File: config.mk
export PLATFORM = sky130hd
export DESIGN_NAME = conv_encoder_tx
export DESIGN_NICKNAME = d
export VERILOG_FILES = /design/src/rtl/conv_tx_pkg.sv /design/src/rtl/conv_enc_step.sv /design/src/rtl/conv_encoder_tx.sv
export SDC_FILE = /design/constraint.sdc
export NUM_CORES = 1
export LEC_CHECK = 0
export ABC_AREA = 0
export CORE_MARGIN = 2
export CORE_UTILIZATION = 35
export CTS_CLUSTER_DIAMETER = 100
export DETAILED_ROUTE_END_ITERATION = 16
export PLACE_DENSITY_LB_ADDON = 0.05
export SETUP_SLACK_MARGIN = 0.02
export SKIP_LAST_GASP = 1
export SLEW_MARGIN = 20
export SYNTH_ARGS = -nofsm -noshare
export SYNTH_HDL_FRONTEND = slang
export SYNTH_SLANG_ARGS = --single-unit
File: constraint.sdc
create_clock -name CLK -period 1.87 [get_ports CLK]
set_input_delay 0.4675 -clock CLK [delete_from_list [all_inputs] [get_ports CLK]]
set_output_delay 0.4675 -clock CLK [all_outputs]
set_load 0.02 [all_outputs]
File: src/rtl/conv_tx_pkg.sv
// Shared constants and types for the rate-1/2, K=3 convolutional transmitter.
// The symbol width is shared with the decoder's metric arithmetic.
package conv_tx_pkg;

  localparam logic [2:0] G0 = 3'b111;
  localparam logic [2:0] G1 = 3'b101;

  localparam int unsigned N_SYM    = 8;
  localparam int unsigned SYM_W    = 8;
  localparam int unsigned SIGN_BIT = 7;
  localparam logic [2:0]  LAST_IDX = 3'(N_SYM - 1);

  typedef enum logic [1:0] {
    ST_IDLE = 2'd0,
    ST_ENC  = 2'd1,
    ST_SEND = 2'd2
  } tx_state_e;

  // Modulo-2 sum of the register window taps selected by a generator.
  function automatic logic gen_parity(input logic [2:0] window, input logic [2:0] gen);
    return ^(window & gen);
  endfunction

endpackage

File: src/rtl/conv_enc_step.sv
// One trellis step: input bit u and state (s1,s2) give the coded pair and next state.
module conv_enc_step
  import conv_tx_pkg::*;
(
  input  logic       u,
  input  logic [1:0] state,
  output logic       c0,
  output logic       c1,
  output logic [1:0] next_state
);

  logic [2:0] window_s;

  assign window_s   = {u, state};
  assign c0         = gen_parity(window_s, G0);
  assign c1         = gen_parity(window_s, G1);
  assign next_state = {u, state[1]};

endmodule

File: src/rtl/conv_encoder_tx.sv
// Encodes a 4-bit word into 8 coded bits and streams them as sign-magnitude
// soft symbols over a valid/ready handshake; all outputs are registered.
module conv_encoder_tx
  import conv_tx_pkg::*;
#(
  parameter logic [6:0] AMP = 7'd16
) (
  input  logic             CLK,
  input  logic             RST_N,
  input  logic             in_valid,
  output logic             in_ready,
  input  logic [3:0]       data_in,
  output logic             out_valid,
  input  logic             out_ready,
  output logic [SYM_W-1:0] sym_out,
  output logic [2:0]       sym_idx,
  output logic [7:0]       codeword,
  output logic [1:0]       final_state,
  output logic             frame_done
);

  tx_state_e        state_q, state_d;
  logic [3:0]       data_q, data_d;
  logic [1:0]       bit_cnt_q, bit_cnt_d;
  logic [1:0]       enc_state_q, enc_state_d;
  logic [7:0]       codeword_q, codeword_d;
  logic [1:0]       final_state_q, final_state_d;
  logic             in_ready_q, in_ready_d;
  logic             out_valid_q, out_valid_d;
  logic [SYM_W-1:0] sym_out_q, sym_out_d;
  logic [2:0]       sym_idx_q, sym_idx_d;
  logic             frame_done_q, frame_done_d;

  logic             step_c0_s, step_c1_s;
  logic [1:0]       step_next_s;

  // The info word shifts left so the bit being encoded is always data_q[3].
  conv_enc_step u_step (
    .u          (data_q[3]),
    .state      (enc_state_q),
    .c0         (step_c0_s),
    .c1         (step_c1_s),
    .next_state (step_next_s)
  );

  // Next-state and next-output computation for the IDLE/ENC/SEND sequence.
  always_comb begin
    state_d       = state_q;
    data_d        = data_q;
    bit_cnt_d     = bit_cnt_q;
    enc_state_d   = enc_state_q;
    codeword_d    = codeword_q;
    final_state_d = final_state_q;
    in_ready_d    = in_ready_q;
    out_valid_d   = out_valid_q;
    sym_out_d     = sym_out_q;
    sym_idx_d     = sym_idx_q;
    frame_done_d  = 1'b0;
    case (state_q)
      ST_IDLE: begin
        if (in_valid) begin
          data_d      = data_in;
          enc_state_d = 2'b00;
          bit_cnt_d   = 2'd0;
          in_ready_d  = 1'b0;
          state_d     = ST_ENC;
        end else begin
          in_ready_d  = 1'b1;
        end
      end
      ST_ENC: begin
        data_d      = {data_q[2:0], 1'b0};
        enc_state_d = step_next_s;
        codeword_d  = {codeword_q[5:0], step_c0_s, step_c1_s};
        bit_cnt_d   = bit_cnt_q + 2'd1;
        if (bit_cnt_q == 2'd3) begin
          final_state_d = step_next_s;
          out_valid_d   = 1'b1;
          sym_idx_d     = 3'd0;
          sym_out_d     = {codeword_d[7], AMP};
          state_d       = ST_SEND;
        end else begin
          state_d       = ST_ENC;
        end
      end
      ST_SEND: begin
        // Held symbol/index stay put until downstream takes them.
        if (out_ready) begin
          if (sym_idx_q == LAST_IDX) begin
            out_valid_d  = 1'b0;
            sym_out_d    = 8'h00;
            sym_idx_d    = 3'd0;
            frame_done_d = 1'b1;
            in_ready_d   = 1'b1;
            state_d      = ST_IDLE;
          end else begin
            sym_idx_d    = sym_idx_q + 3'd1;
            sym_out_d    = {codeword_q[3'd6 - sym_idx_q], AMP};
          end
        end else begin
          state_d = ST_SEND;
        end
      end
      default: begin
        out_valid_d = 1'b0;
        in_ready_d  = 1'b1;
        state_d     = ST_IDLE;
      end
    endcase
  end

  // State and output registers with synchronous active-low reset.
  always_ff @(posedge CLK) begin
    if (!RST_N) begin
      state_q       <= ST_IDLE;
      data_q        <= 4'h0;
      bit_cnt_q     <= 2'd0;
      enc_state_q   <= 2'b00;
      codeword_q    <= 8'h00;
      final_state_q <= 2'b00;
      in_ready_q    <= 1'b1;
      out_valid_q   <= 1'b0;
      sym_out_q     <= 8'h00;
      sym_idx_q     <= 3'd0;
      frame_done_q  <= 1'b0;
    end else begin
      state_q       <= state_d;
      data_q        <= data_d;
      bit_cnt_q     <= bit_cnt_d;
      enc_state_q   <= enc_state_d;
      codeword_q    <= codeword_d;
      final_state_q <= final_state_d;
      in_ready_q    <= in_ready_d;
      out_valid_q   <= out_valid_d;
      sym_out_q     <= sym_out_d;
      sym_idx_q     <= sym_idx_d;
      frame_done_q  <= frame_done_d;
    end
  end

  assign in_ready    = in_ready_q;
  assign out_valid   = out_valid_q;
  assign sym_out     = sym_out_q;
  assign sym_idx     = sym_idx_q;
  assign codeword    = codeword_q;
  assign final_state = final_state_q;
  assign frame_done  = frame_done_q;

endmodule

==> metrics.md, run 1 <==
| Metric | Value |
|---|---|
| Largest net degree at the start of global routing | 17 |
| Ys async rst share | 0% |
| Distinct cell type count after synthesis | 35 |
| Synth top area cells | dfxtp_1 (43%), nand2_1 (7.0%), a21oi_1 (5.8%) |
| Vias in the first global route | 1001 |
| Crit-path slowest cell | clkdlybuf4s50_1 |
| Clk sinks | 28 |
| Leakage | 0.654 nW |
| Initial drt markers | 52 |
| Status | complete, no violations |
| Max_cap viols | 0 |
| Antenna violations before repair | 0 |
| Final period util | 95.6% |
| Register bit total from synthesis | 28 |
| Via count | 1084 |
| Yosys synthesis warning count | 0 |
| CP Depth | 1 |
| Share of the synthesized area in the top cell type | 43.3% |
| Post-Synthesis Cell Area | 1290 sq um |
| Tmin final | 1.79 ns |
| DIE HEIGHT | 64.8 um |
| Vias per cell | 5.04 |
| Clk Tree Root Cell | clkbuf_8 |
| Combinational share of power | 10.2% |
| GR Overflow Total | 0 |
| Number of detailed-route iterations in the first pass | 2 |
| Clock Skews | 0.00140 ns |
| Cell area power density | 752 nW/um^2 |
| Total negative slack | 0 ns |
| FF+latch area | 562 sq um |
| Post-CTS Setup Bufs | 0 |
| Critical Path Start Type | flop |
| Internal power | 962 uW |
| Antenna Violating Nets Remaining | 0 |
| ANT cells | 0 |
| Die area | 4200 sq um |
| Core Area | 3610 sq um |
| Sequence of cells on the critical path | clkdlybuf4s50_1 |
| Post-Syn Instances | 141 |
| Net Sw Power | 286 uW |
| IO buf count | 25 |
| Register area share after synthesis | 43.3% |
| Area grow syn2layout | 28.1% |
| GRT Overall Usage | 14.6% |
| Clock transition at path regs | 0.10 ns |
| Final setup violation count | 0 |
| Worst Setup SP | codeword[5] |
| Worst hold path type | flop to flop |
| Filler instances | 357 |
| Final Hold Fails | 0 |
| Critical path arrival | 1.32 ns |
| Hold Path Depth | 2 |
| Die X | 64.8 um |
| Max Fclk | 559 MHz |
| Multi-input logic area | 672 sq um |
| Crit. End Element | output port |
| WP data required | 1.40 ns |
| Site Rows | 22 |
| Cell taking the most area after synthesis | dfxtp_1 |
| Initial Util | 35.9% |
| Clock network fraction of total power | 38.7% |
| Fin. max-slew vios | 0 |
| Reg power frac | 51.0% |
| Sink of the worst hold path | sym_out[4] |
| Number of flops mapped to enable cells by yosys | 0 |
| H-tree depth | 1 |
| FF-to-FF End | sym_out[7] |
| Unrepaired setup endpoints after global routing | no |
| DRC errors left | 0 |
| CP max stage delay | 0.63 ns |
| Critical path class | flop to output port |
| Buffers and inverters on the worst path | 1 |
| Max Root-Sink Buffers | 2 |
| Hold Slack | 0.471 ns |
| Avg Cell Area, Syn | 9.18 sq um |
| Synth Flop Type | dfxtp_1 |
| Setup slack, reg-to-reg | 0.16 ns |
| IO Count | 32 |
| Top delay family on crit path | buffers and inverters |
| WL final | 2870 um |
| Dpl hpwl | 2050 um |
| CP max FO | 5 |
| Skew-Pair Late Insertion Delay | 0.28 ns |
| RD Place Congestion | 0.800 |
| Layout cells sized above 1 | 8.38% |
| FF-to-FF path depth | 4 |
| Number of buffers created by CTS | 3 |
| First-pass GRT wire length | 4710 um |
| Nets@finish | 180 |
| Reg2reg start | sym_idx[0] |
| Drt wl/cell | 13.3 um |
| Min-delay src | sym_out[4] |
| Max VDD drop | 0.373 mV |
| CTS tree | yes |
| Switching Share | 22.9% |
[how the worst max path moves through the flow]
stage | to | slack, ns
finish | codeword[5] | 0.08
global route | codeword[5] | 0.03
CTS | sym_idx[0] | 0.03
detailed placement | sym_out[7] | 0.06
global placement | sym_out[7] | 0.07
floorplan | sym_out[7] | 0.1
[state kept, by name, indices dropped and copies added, names as in the netlist]
| register | count |
|---|---|
| in_ready | 1 |
| data_q | 4 |
| state_q | 2 |
| codeword | 8 |
| sym_out | 2 |
| final_state | 2 |
| frame_done | 1 |
| bit_cnt_q | 2 |
| sym_idx | 3 |
| enc_state_q | 2 |
| out_valid | 1 |
[synthesized netlist by cell type (2+ instances only)]
master	count
dfxtp_1	28
nand2_1	24
a21oi_1	15
nor2_1	11
buf_4	7
nand3_1	5
clkbuf_1	4
ha_1	4
nand3b_1	4
a211oi_1	3
a22oi_1	3
a311oi_1	3
a21o_1	2
buf_2	2
mux2i_1	2
nand2b_1	2
nand4b_1	2
nor2b_1	2
nor4bb_1	2
[final cells by class]
type / instances / share of cell area (%)
Clock inverter: 1 / 1.81
Inverter: 1 / 0.226
Sequential cell: 28 / 33.9
Clock buffer: 3 / 2.49
Tap cell: 48 / 3.62
Timing Repair Buffer: 30 / 17.5
Multi-Input combinational cell: 104 / 40.5
[what timing repair did]
action,CTS,global route
endpoints found under the setup margin,1,1
gates resized for setup,1,1
hold buffers,0,0
[cells in the final DEF, fill, tap and decap left out, drive strengths merged, types with 4 or more instances in the layout]
master         count
a21oi             15
buf                5
clkdlybuf4s50     24
conb               6
dfxtp             28
ha                 4
nand2             24
nand3              5
nand3b             4
nor2              11
[logic make-up after synthesis]
family	share of synthesized area, %
simple gates	21.2
fa+ha+maj	3.86
xor+xnor	3.19
flops	43.3
buf+inv	6.28
mux	5.31
compound gates	16.6
other cells	0.290
[metal layers]
layer,share of wire (%),global-route usage [%],up-vias
met5,0,0,-
li1,-,-,541
met4,1.3,6.38,0
met3,2.8,2.78,4
met1,49,19.3,521
met2,47,23.2,18
[power by group through the flow]
stage          clock network (mW)  registers, mW  logic (mW)
2_1_floorplan                   0          0.651      0.0884
3_3_place_gp                    0          0.650       0.128
3_5_place_dp                    0          0.650       0.129
4_1_cts                     0.498          0.637       0.130
5_1_grt                     0.518          0.640       0.140
6_report                    0.483          0.637       0.128
[stage by stage]
| stage | utilization [%] | cell area [sq um] | worst slack (ns) | cells | power [mW] |
|---|---|---|---|---|---|
| 2_1_floorplan | - | 1310 | 0.0983 | 146 | 0.739 |
| 3_3_place_gp | 43.9 | 1580 | 0.0702 | 211 | 0.778 |
| 3_5_place_dp | 43.9 | 1580 | 0.0557 | 211 | 0.780 |
| 4_1_cts | 45.9 | 1660 | 0.0305 | 215 | 1.26 |
| 5_1_grt | 46.0 | 1660 | 0.0265 | 215 | 1.30 |
| 6_report | 46.0 | 1660 | 0.0816 | 215 | 1.25 |
Note: power is estimated with default switching activity, not from simulation.
==> run 2, diff against run 1 <==
Clock period 1.87 ns to 2.3 ns, I/O delays scaled along.
==> run 2 against run 1 <==
Net effect: register-to-register slack better by 0.36 ns; power down 26%; global-route usage up 0.53 points; cell count down 0.93%; clock skew up 0.00089 ns; largest cell class unchanged; highest routed layer unchanged.
==> metrics.md, run 2 (same netlist as run 1, synthesis figures left out) <==
| Metric | Value |
|---|---|
| Crit-path slowest cell | clkdlybuf4s50_1 |
| Vias in the first global route | 1011 |
| Max reg flops | 8 |
| Max_cap viols | 0 |
| Tmin final | 2.02 ns |
| Top delay family on crit path | buffers and inverters |
| DIE HEIGHT | 64.8 um |
| IO buf count | 25 |
| Initial drt markers | 70 |
| Number of detailed-route iterations in the first pass | 4 |
| Max Fclk | 494 MHz |
| Nets@finish | 178 |
| WL final | 2870 um |
| Sequence of cells on the critical path | clkdlybuf4s50_1 |
| Initial Util | 35.9% |
| Site Rows | 22 |
| WP data required | 1.73 ns |
| Layout cells sized above 1 | 6.67% |
| Area grow syn2layout | 25.4% |
| Skew-Pair Late Insertion Delay | 0.27 ns |
| Status | complete, no violations |
| Antenna violations before repair | 0 |
| Critical Path Start Type | flop |
| Cell area after layout | 1620 sq um |
| Unrepaired setup endpoints after global routing | no |
| Antenna Violating Nets Remaining | 0 |
| Critical path class | flop to output port |
| Critical path arrival | 1.45 ns |
| Drt wl/cell | 13.5 um |
| Cell area power density | 569 nW/um^2 |
| Vias per cell | 5.00 |
| Largest net degree at the start of global routing | 27 |
| ANT cells | 0 |
| Placed cell area | 1570 sq um |
| Post-CTS Setup Bufs | 0 |
| Core Area | 3610 sq um |
| Via count | 1065 |
| Max VDD drop | 0.282 mV |
| CP max stage delay | 0.67 ns |
| Final setup violation count | 0 |
| Max Root-Sink Buffers | 2 |
| Clk sinks | 28 |
| IO Count | 32 |
| Filler instances | 390 |
| Number of buffers created by CTS | 3 |
| DRC errors left | 0 |
| Die area | 4200 sq um |
| Buffers and inverters on the worst path | 1 |
| Worst hold path type | flop to flop |
| Dpl hpwl | 2030 um |
| H-tree depth | 1 |
| GR Overflow Total | 0 |
| Clock Skews | 0.00229 ns |
| Fin. max-slew vios | 0 |
| Leakage | 0.619 nW |
| CP max FO | 7 |
| Clock transition at path regs | 0.09 ns |
| First-pass GRT wire length | 4950 um |
| Most common cell after layout, fill and taps aside | dfxtp_1 |
| Final Hold Fails | 0 |
| CTS tree | yes |
| Post_cts resized | 0 |
| Total negative slack | 0 ns |
| Hold_buf cts | 0 |
| Crit. End Element | output port |
| Die X | 64.8 um |
| Commonest cells after routing, fill and taps aside | dfxtp_1 (28), clkdlybuf4s50_1 (25), nand2_1 (24) |
| Final period util | 87.9% |
| Clk Tree Root Cell | clkbuf_8 |
| RD Place Congestion | 0.797 |
| GRT Overall Usage | 15.1% |
## run 2: per-stage QoR
step | power, mW | util [%] | hold WS (ns) | worst slack (ns) | std cells
finish | 0.924 | 45.0 | 0.475 | 0.277 | 213
global route | 0.972 | 45.0 | 0.507 | 0.167 | 213
CTS | 0.935 | 45.0 | 0.477 | 0.243 | 213
detailed placement | 0.633 | 43.5 | 0.463 | 0.308 | 209
global placement | 0.630 | 43.5 | 0.459 | 0.358 | 209
floorplan | 0.601 | - | 0.444 | 0.528 | 146
## run 2: final timing paths
| check | start | endpoint | depth (start not counted) | slack, ns |
|---|---|---|---|---|
| worst max register to register | sym_idx[0] | sym_out[7] | 4 | 0.52 |
| worst min-delay path | codeword[7] | codeword[7] | 2 | 0.48 |
| worst max-delay path | sym_idx[0] | sym_idx[0] | 1 | 0.28 |
| worst min register to register | codeword[7] | codeword[7] | 2 | 0.48 |
## run 2: routing by layer
layer	track usage (%)	part of all wire (%)
met4	6.38	0.80
met1	21.4	51
met2	23.1	46
met5	0	0
met3	2.08	2.2
## run 2: cell type report
| type | instances | area (sq um) | area share [%] |
|---|---|---|---|
| Multi-Input combinational cell | 104 | 672 | 41.4 |
| Sequential cell | 28 | 561 | 34.5 |
| Inverter | 1 | 3.75 | 0.231 |
| Timing Repair Buffer | 28 | 273 | 16.8 |
| Tap cell | 48 | 60.1 | 3.70 |
| Clock buffer | 4 | 55.1 | 3.39 |
## run 2: power breakdown
| group | switching [mW] | internal, mW |
|---|---|---|
| sequential | 0.0170 | 0.500 |
| clock | 0.150 | 0.153 |
| combinational | 0.0568 | 0.0474 |
